`src/rtl/byte_serializer_if.sv`:
```
// Handshake bundle for byte_serializer: parallel frame load side and serial word output side.
interface byte_serializer_if #(
  parameter int unsigned WIDTH = 8
);
  logic [WIDTH-1:0] Din0;
  logic [WIDTH-1:0] Din1;
  logic [WIDTH-1:0] Din2;
  logic [WIDTH-1:0] Din3;
  logic             load_valid;
  logic             load_ready;
  logic [WIDTH-1:0] Dout;
  logic             dout_valid;
  logic             dout_ready;
  logic             dout_last;

  modport master (
    output Din0, Din1, Din2, Din3, load_valid, dout_ready,
    input  load_ready, Dout, dout_valid, dout_last
  );

  modport slave (
    input  Din0, Din1, Din2, Din3, load_valid, dout_ready,
    output load_ready, Dout, dout_valid, dout_last
  );
endinterface

```
`src/rtl/byte_serializer.sv`:
```
// Four-word parallel-in, serial-out serializer; emits Din3 first, Din0 last, one word per cycle.
module byte_serializer #(
  parameter int unsigned WIDTH = 8
) (
  input logic          clk,
  input logic          reset,
  byte_serializer_if.slave bus
);

  typedef enum logic {StIdle, StShift} state_e;

  state_e           state_q;
  logic [WIDTH-1:0] dout_q;
  logic [WIDTH-1:0] stage_q [3];
  logic [1:0]       cnt_q;
  logic             last_q;

  logic dout_valid;
  logic load_ready;
  logic load_accept;
  logic consume;

  assign dout_valid  = (state_q == StShift);
  // A new frame may enter on the same edge the final word leaves, avoiding a bubble.
  assign load_ready  = !dout_valid || (bus.dout_ready && last_q);
  assign load_accept = bus.load_valid && load_ready;
  assign consume     = dout_valid && bus.dout_ready;

  assign bus.load_ready = load_ready;
  assign bus.Dout       = dout_q;
  assign bus.dout_valid = dout_valid;
  assign bus.dout_last  = last_q;

  always_ff @(posedge clk or negedge reset) begin
    if (!reset) begin
      state_q    <= StIdle;
      dout_q     <= '0;
      stage_q[0] <= '0;
      stage_q[1] <= '0;
      stage_q[2] <= '0;
      cnt_q      <= 2'd0;
      last_q     <= 1'b0;
    end else if (load_accept) begin
      state_q    <= StShift;
      dout_q     <= bus.Din3;
      stage_q[0] <= bus.Din2;
      stage_q[1] <= bus.Din1;
      stage_q[2] <= bus.Din0;
      cnt_q      <= 2'd3;
      last_q     <= 1'b0;
    end else if (consume) begin
      if (cnt_q == 2'd0) begin
        state_q <= StIdle;
        last_q  <= 1'b0;
      end else begin
        dout_q     <= stage_q[0];
        stage_q[0] <= stage_q[1];
        stage_q[1] <= stage_q[2];
        stage_q[2] <= '0;
        cnt_q      <= cnt_q - 2'd1;
        last_q     <= (cnt_q == 2'd1);
      end
    end
  end

endmodule

```
`src/flat_wrapper.sv`:
```
// flat-port wrapper written by rule: the top's interface ports become plain ports
module byte_serializer_flat 
#(
  parameter int unsigned WIDTH = 8
)
  (clk, reset, bus_Din0, bus_Din1, bus_Din2, bus_Din3, bus_load_valid, bus_dout_ready, bus_load_ready, bus_Dout, bus_dout_valid, bus_dout_last);
  byte_serializer_if #(.WIDTH(WIDTH)) bus_i ();
  input logic clk;
  input logic reset;
  input wire logic [$bits(bus_i.Din0)-1:0] bus_Din0;
  input wire logic [$bits(bus_i.Din1)-1:0] bus_Din1;
  input wire logic [$bits(bus_i.Din2)-1:0] bus_Din2;
  input wire logic [$bits(bus_i.Din3)-1:0] bus_Din3;
  input wire logic [$bits(bus_i.load_valid)-1:0] bus_load_valid;
  input wire logic [$bits(bus_i.dout_ready)-1:0] bus_dout_ready;
  output wire logic [$bits(bus_i.load_ready)-1:0] bus_load_ready;
  output wire logic [$bits(bus_i.Dout)-1:0] bus_Dout;
  output wire logic [$bits(bus_i.dout_valid)-1:0] bus_dout_valid;
  output wire logic [$bits(bus_i.dout_last)-1:0] bus_dout_last;
  assign bus_i.Din0 = bus_Din0;
  assign bus_i.Din1 = bus_Din1;
  assign bus_i.Din2 = bus_Din2;
  assign bus_i.Din3 = bus_Din3;
  assign bus_i.load_valid = bus_load_valid;
  assign bus_i.dout_ready = bus_dout_ready;
  assign bus_load_ready = bus_i.load_ready;
  assign bus_Dout = bus_i.Dout;
  assign bus_dout_valid = bus_i.dout_valid;
  assign bus_dout_last = bus_i.dout_last;
  byte_serializer #(.WIDTH(WIDTH)) u_core (.clk(clk), .reset(reset), .bus(bus_i));
endmodule
```
`config.mk`:
```
export PLATFORM = sky130hd
export DESIGN_NAME = byte_serializer_flat
export DESIGN_NICKNAME = d
export VERILOG_FILES = /design/src/rtl/byte_serializer_if.sv /design/src/rtl/byte_serializer.sv /design/src/flat_wrapper.sv
export SDC_FILE = /design/constraint.sdc
export NUM_CORES = 1
export LEC_CHECK = 0
export CAP_MARGIN = 20
export CORE_ASPECT_RATIO = 1.25
export CORE_UTILIZATION = 38
export CTS_BUF_LIST = sky130_fd_sc_hd__clkbuf_16
export DETAILED_ROUTE_END_ITERATION = 8
export PLACE_DENSITY = 0.7
export SLEW_MARGIN = 15
export SYNTH_ARGS = -nofsm -noshare
export SYNTH_HDL_FRONTEND = slang
export SYNTH_SLANG_ARGS = --single-unit
```
`constraint.sdc`:
```
create_clock -name clk -period 1.6 [get_ports clk]
set_input_delay 0.16 -clock clk [delete_from_list [all_inputs] [get_ports clk]]
set_output_delay 0.16 -clock clk [all_outputs]
set_load 0.02 [all_outputs]
```
==> results.yml <==
logic_synthesis:
  yosysTopAreaCell: "dfrtp_1"
  ys_top_cells_by_count: "36 x dfrtp_1, 36 x mux2_4, 11 x mux2_2, 11 x nand2_1, 10 x inv_1"
  syn-num-nets: 169
  synth_cells: 131
  syn_area_um2: 1910
  synth-seq-cells: 36
  synth_warnings: 0
  yosys.cell_types.count: 20
  synth-main-ff-cell: "dfrtp_1"
  postSynthAreaPerCell_um2: 14.6
  yosysTopAreaCellShare_pct: 47.2
  ys_top_cells_by_area: "dfrtp_1 47%, mux2_4 28%, mux2_2 6.5%"
  async_flop_share_pct: 100
  synth-edff-count: 0
  synth.yosys.seq_area_share_pct: 47.2
final_layout:
  drive_gt1_share_pct: 44.1
  diodes: 0
  area_growth_pct: 49.1
  layout.nets: 239
worst_setup_path:
  critPathMaxStageDelay_ns: 0.36
  cp_num_buf_inv: 2
  cpMostUsedCell: "mux2_4"
  start_kind: "flop"
  crit_path_end_kind: "flop"
  path_class: "reg2reg"
  crit_path_top_delay_cell: "dfrtp_1"
  r2r_slack_ns: -0.04
  cp.required_ns: 1.76
  crit_family: "multiplexers"
  worstPathArrival_ns: 1.80
  crit_chain: "inv_2, ha_4, nand3b_4, buf_12, mux2_4, mux2_4"
  cp_max_fo: 10
timing:
  maxSlewHeadroom_pct: 82.2
  clock.fmax_mhz: 610
  report.final.hold_viol_count: 0
  slew_viol_final: 0
  fin_skew_ns: 0.00380
  rsz0062_at_grt: "true"
  final-setup-viol-count: 19
  fin_ws_ns: -0.0389
  finalCritPeriodShare_pct: 102
  holdWs_ns: 0.294
  fin_crit_ns: 1.64
  worst_pin_slew_ns: 0.268
worst_hold_path:
  hold_class: "in2async"
route:
  dr.first_iter.drc_count: 36
  wl_met1_um: 1670
  antenna_left: 0
  met2WireLength_um: 2140
  vias: 1218
  drc: 0
  wirelength_um: 3970
  wl_met3_um: 103
  top_layer: "met4"
  drt-pass1-iter-count: 4
  drt-vias-per-instance: 4.65
  routedWlPerCell_um: 15.1
cts:
  clock-sinks: 36
  cts_tree: "done"
  cts_buffers: 5
  cts-root-buf: "clkbuf_16"
  clk_pin_slew_worst_paths_ns: 0.06
  h-tree-depth: 2
  worstSkewPairLatency_ns: 0.28
  clock_path_buffers: 2
power:
  ir_drop_uv: 687
  power.leakage_nw: 1.48
  total_power_w: 0.00568
  power_density_nw_per_um2: 1990
grt:
  grt_pass1_wl_um: 6350
  grt_overflow: 0
  antenna_found_initial: 0
  grtUsageTotal_pct: 16.5
  grt_max_degree: 20
  grt_pass1_vias: 1298
placed_design:
  hpwl_um: 2840
  routabilityCongestion: 0.677
  io_buffers: 46
run_status:
  status: "finished with violations"
  violations: "setup timing"
floorplanning:
  die-area_um2: 5320
  die_y_um: 81.3
  core_area_um2: 4800
  die_w_um: 65.4
  initial_core_util_pct: 39.8
  ioPinCount: 47
  rows: 28
job:
  drv_cap: 0
sequential cells by signal (all words and copies together) (netlist names):
register and cells:
u_core.bus.dout_valid 1, u_core.stage_q 24, u_core.bus.Dout 8, u_core.bus.dout_last 1, u_core.cnt_q 2
worst reg2reg max path, delay by kind of cell (launching register included):
family        cells  cell delay (ns)
mux               2             0.57
flops             1             0.36
fa+ha+maj         1             0.15
buf+inv           2             0.24
simple gates      1             0.20
metrics by stage:
| step | util [%] | instances | setup TNS (ns) | cell area [µm²] | worst slack (ns) |
|---|---|---|---|---|---|
| 2_1_floorplan | - | 131 | 0 | 1930 | 0.00959 |
| 3_3_place_gp | 53.5 | 247 | -1.96 | 2570 | -0.0938 |
| 3_5_place_dp | 53.5 | 247 | -2.80 | 2570 | -0.130 |
| 4_1_cts | 58.4 | 260 | -0.264 | 2810 | -0.0395 |
| 5_1_grt | 59.3 | 262 | -1.63 | 2850 | -0.0905 |
| 6_report | 59.3 | 262 | -0.280 | 2850 | -0.0389 |
area by class of cell:
type | count | area (µm²)
fill | 343 | 1950
multi-input combinational | 79 | 978
sequential | 36 | 902
timing repair buffer | 69 | 691
clock buffer | 5 | 125
tap | 60 | 75.1
clock inverter | 3 | 38.8
inverter | 10 | 37.5
power by group:
| part | internal, W | leakage (nW) | switching (W) |
|---|---|---|---|
| clock network | 0.000725 | 0.0850 | 0.000355 |
| logic | 0.00195 | 0.948 | 0.000989 |
| registers | 0.00137 | 0.444 | 0.000294 |
| total | 0.00404 | 1.48 | 0.00164 |
timing repair:
| action | in CTS | in global routing |
|---|---|---|
| hold buffers | 1 | 0 |
| setup endpoints to repair | 24 | 24 |
| endpoints found under the hold margin | 10 | 0 |
| pin swaps | 0 | 0 |
| gates resized for setup | 11 | 8 |
| buffers inserted | 4 | 2 |
logic make-up after synthesis:
group                      count (synthesis)  share of synthesized area [%]
muxes                                     57                           40.1
AOI/OAI and AO/OA                          5                           2.29
xor gates and xnor gates                   1                          0.458
and+or+nand+nor                           14                           3.73
buffers and inverters                     16                           4.91
adders and majority gates                  2                           1.31
DFF                                       36                           47.2
cell usage in the layout (no fill, tap or decap), types with 2 or more instances in the layout:
cell             instances
buf_12                   4
buf_4                   15
buf_6                    3
clkbuf_16                5
clkdlybuf4s50_1         44
dfrtp_1                 35
inv_1                    9
inv_2                    2
mux2_4                  48
mux2i_1                  8
nand2_1                  9
nand2_2                  3
routing by layer:
layer	up-vias	GRT usage [%]
met5	-	0
met4	0	5.87
met2	26	28.1
met1	599	20.0
met3	4	4.35
li1	589	-
path summary, 6_finish.rpt:
| path | start | end | cells after the start |
|---|---|---|---|
| max | u_core.cnt_q[0] | u_core.stage_q[13] | 6 |
| min | reset | u_core.stage_q[13] | 2 |
| max reg2reg | u_core.cnt_q[0] | u_core.stage_q[13] | 6 |
| min reg2reg | u_core.stage_q[3] | u_core.stage_q[3] | 2 |
| max in group asynchronous | reset | u_core.bus.dout_valid | 3 |
| min in group clk | bus_Din0[3] | u_core.stage_q[3] | 3 |
Note: power is estimated with default switching activity, not from simulation.
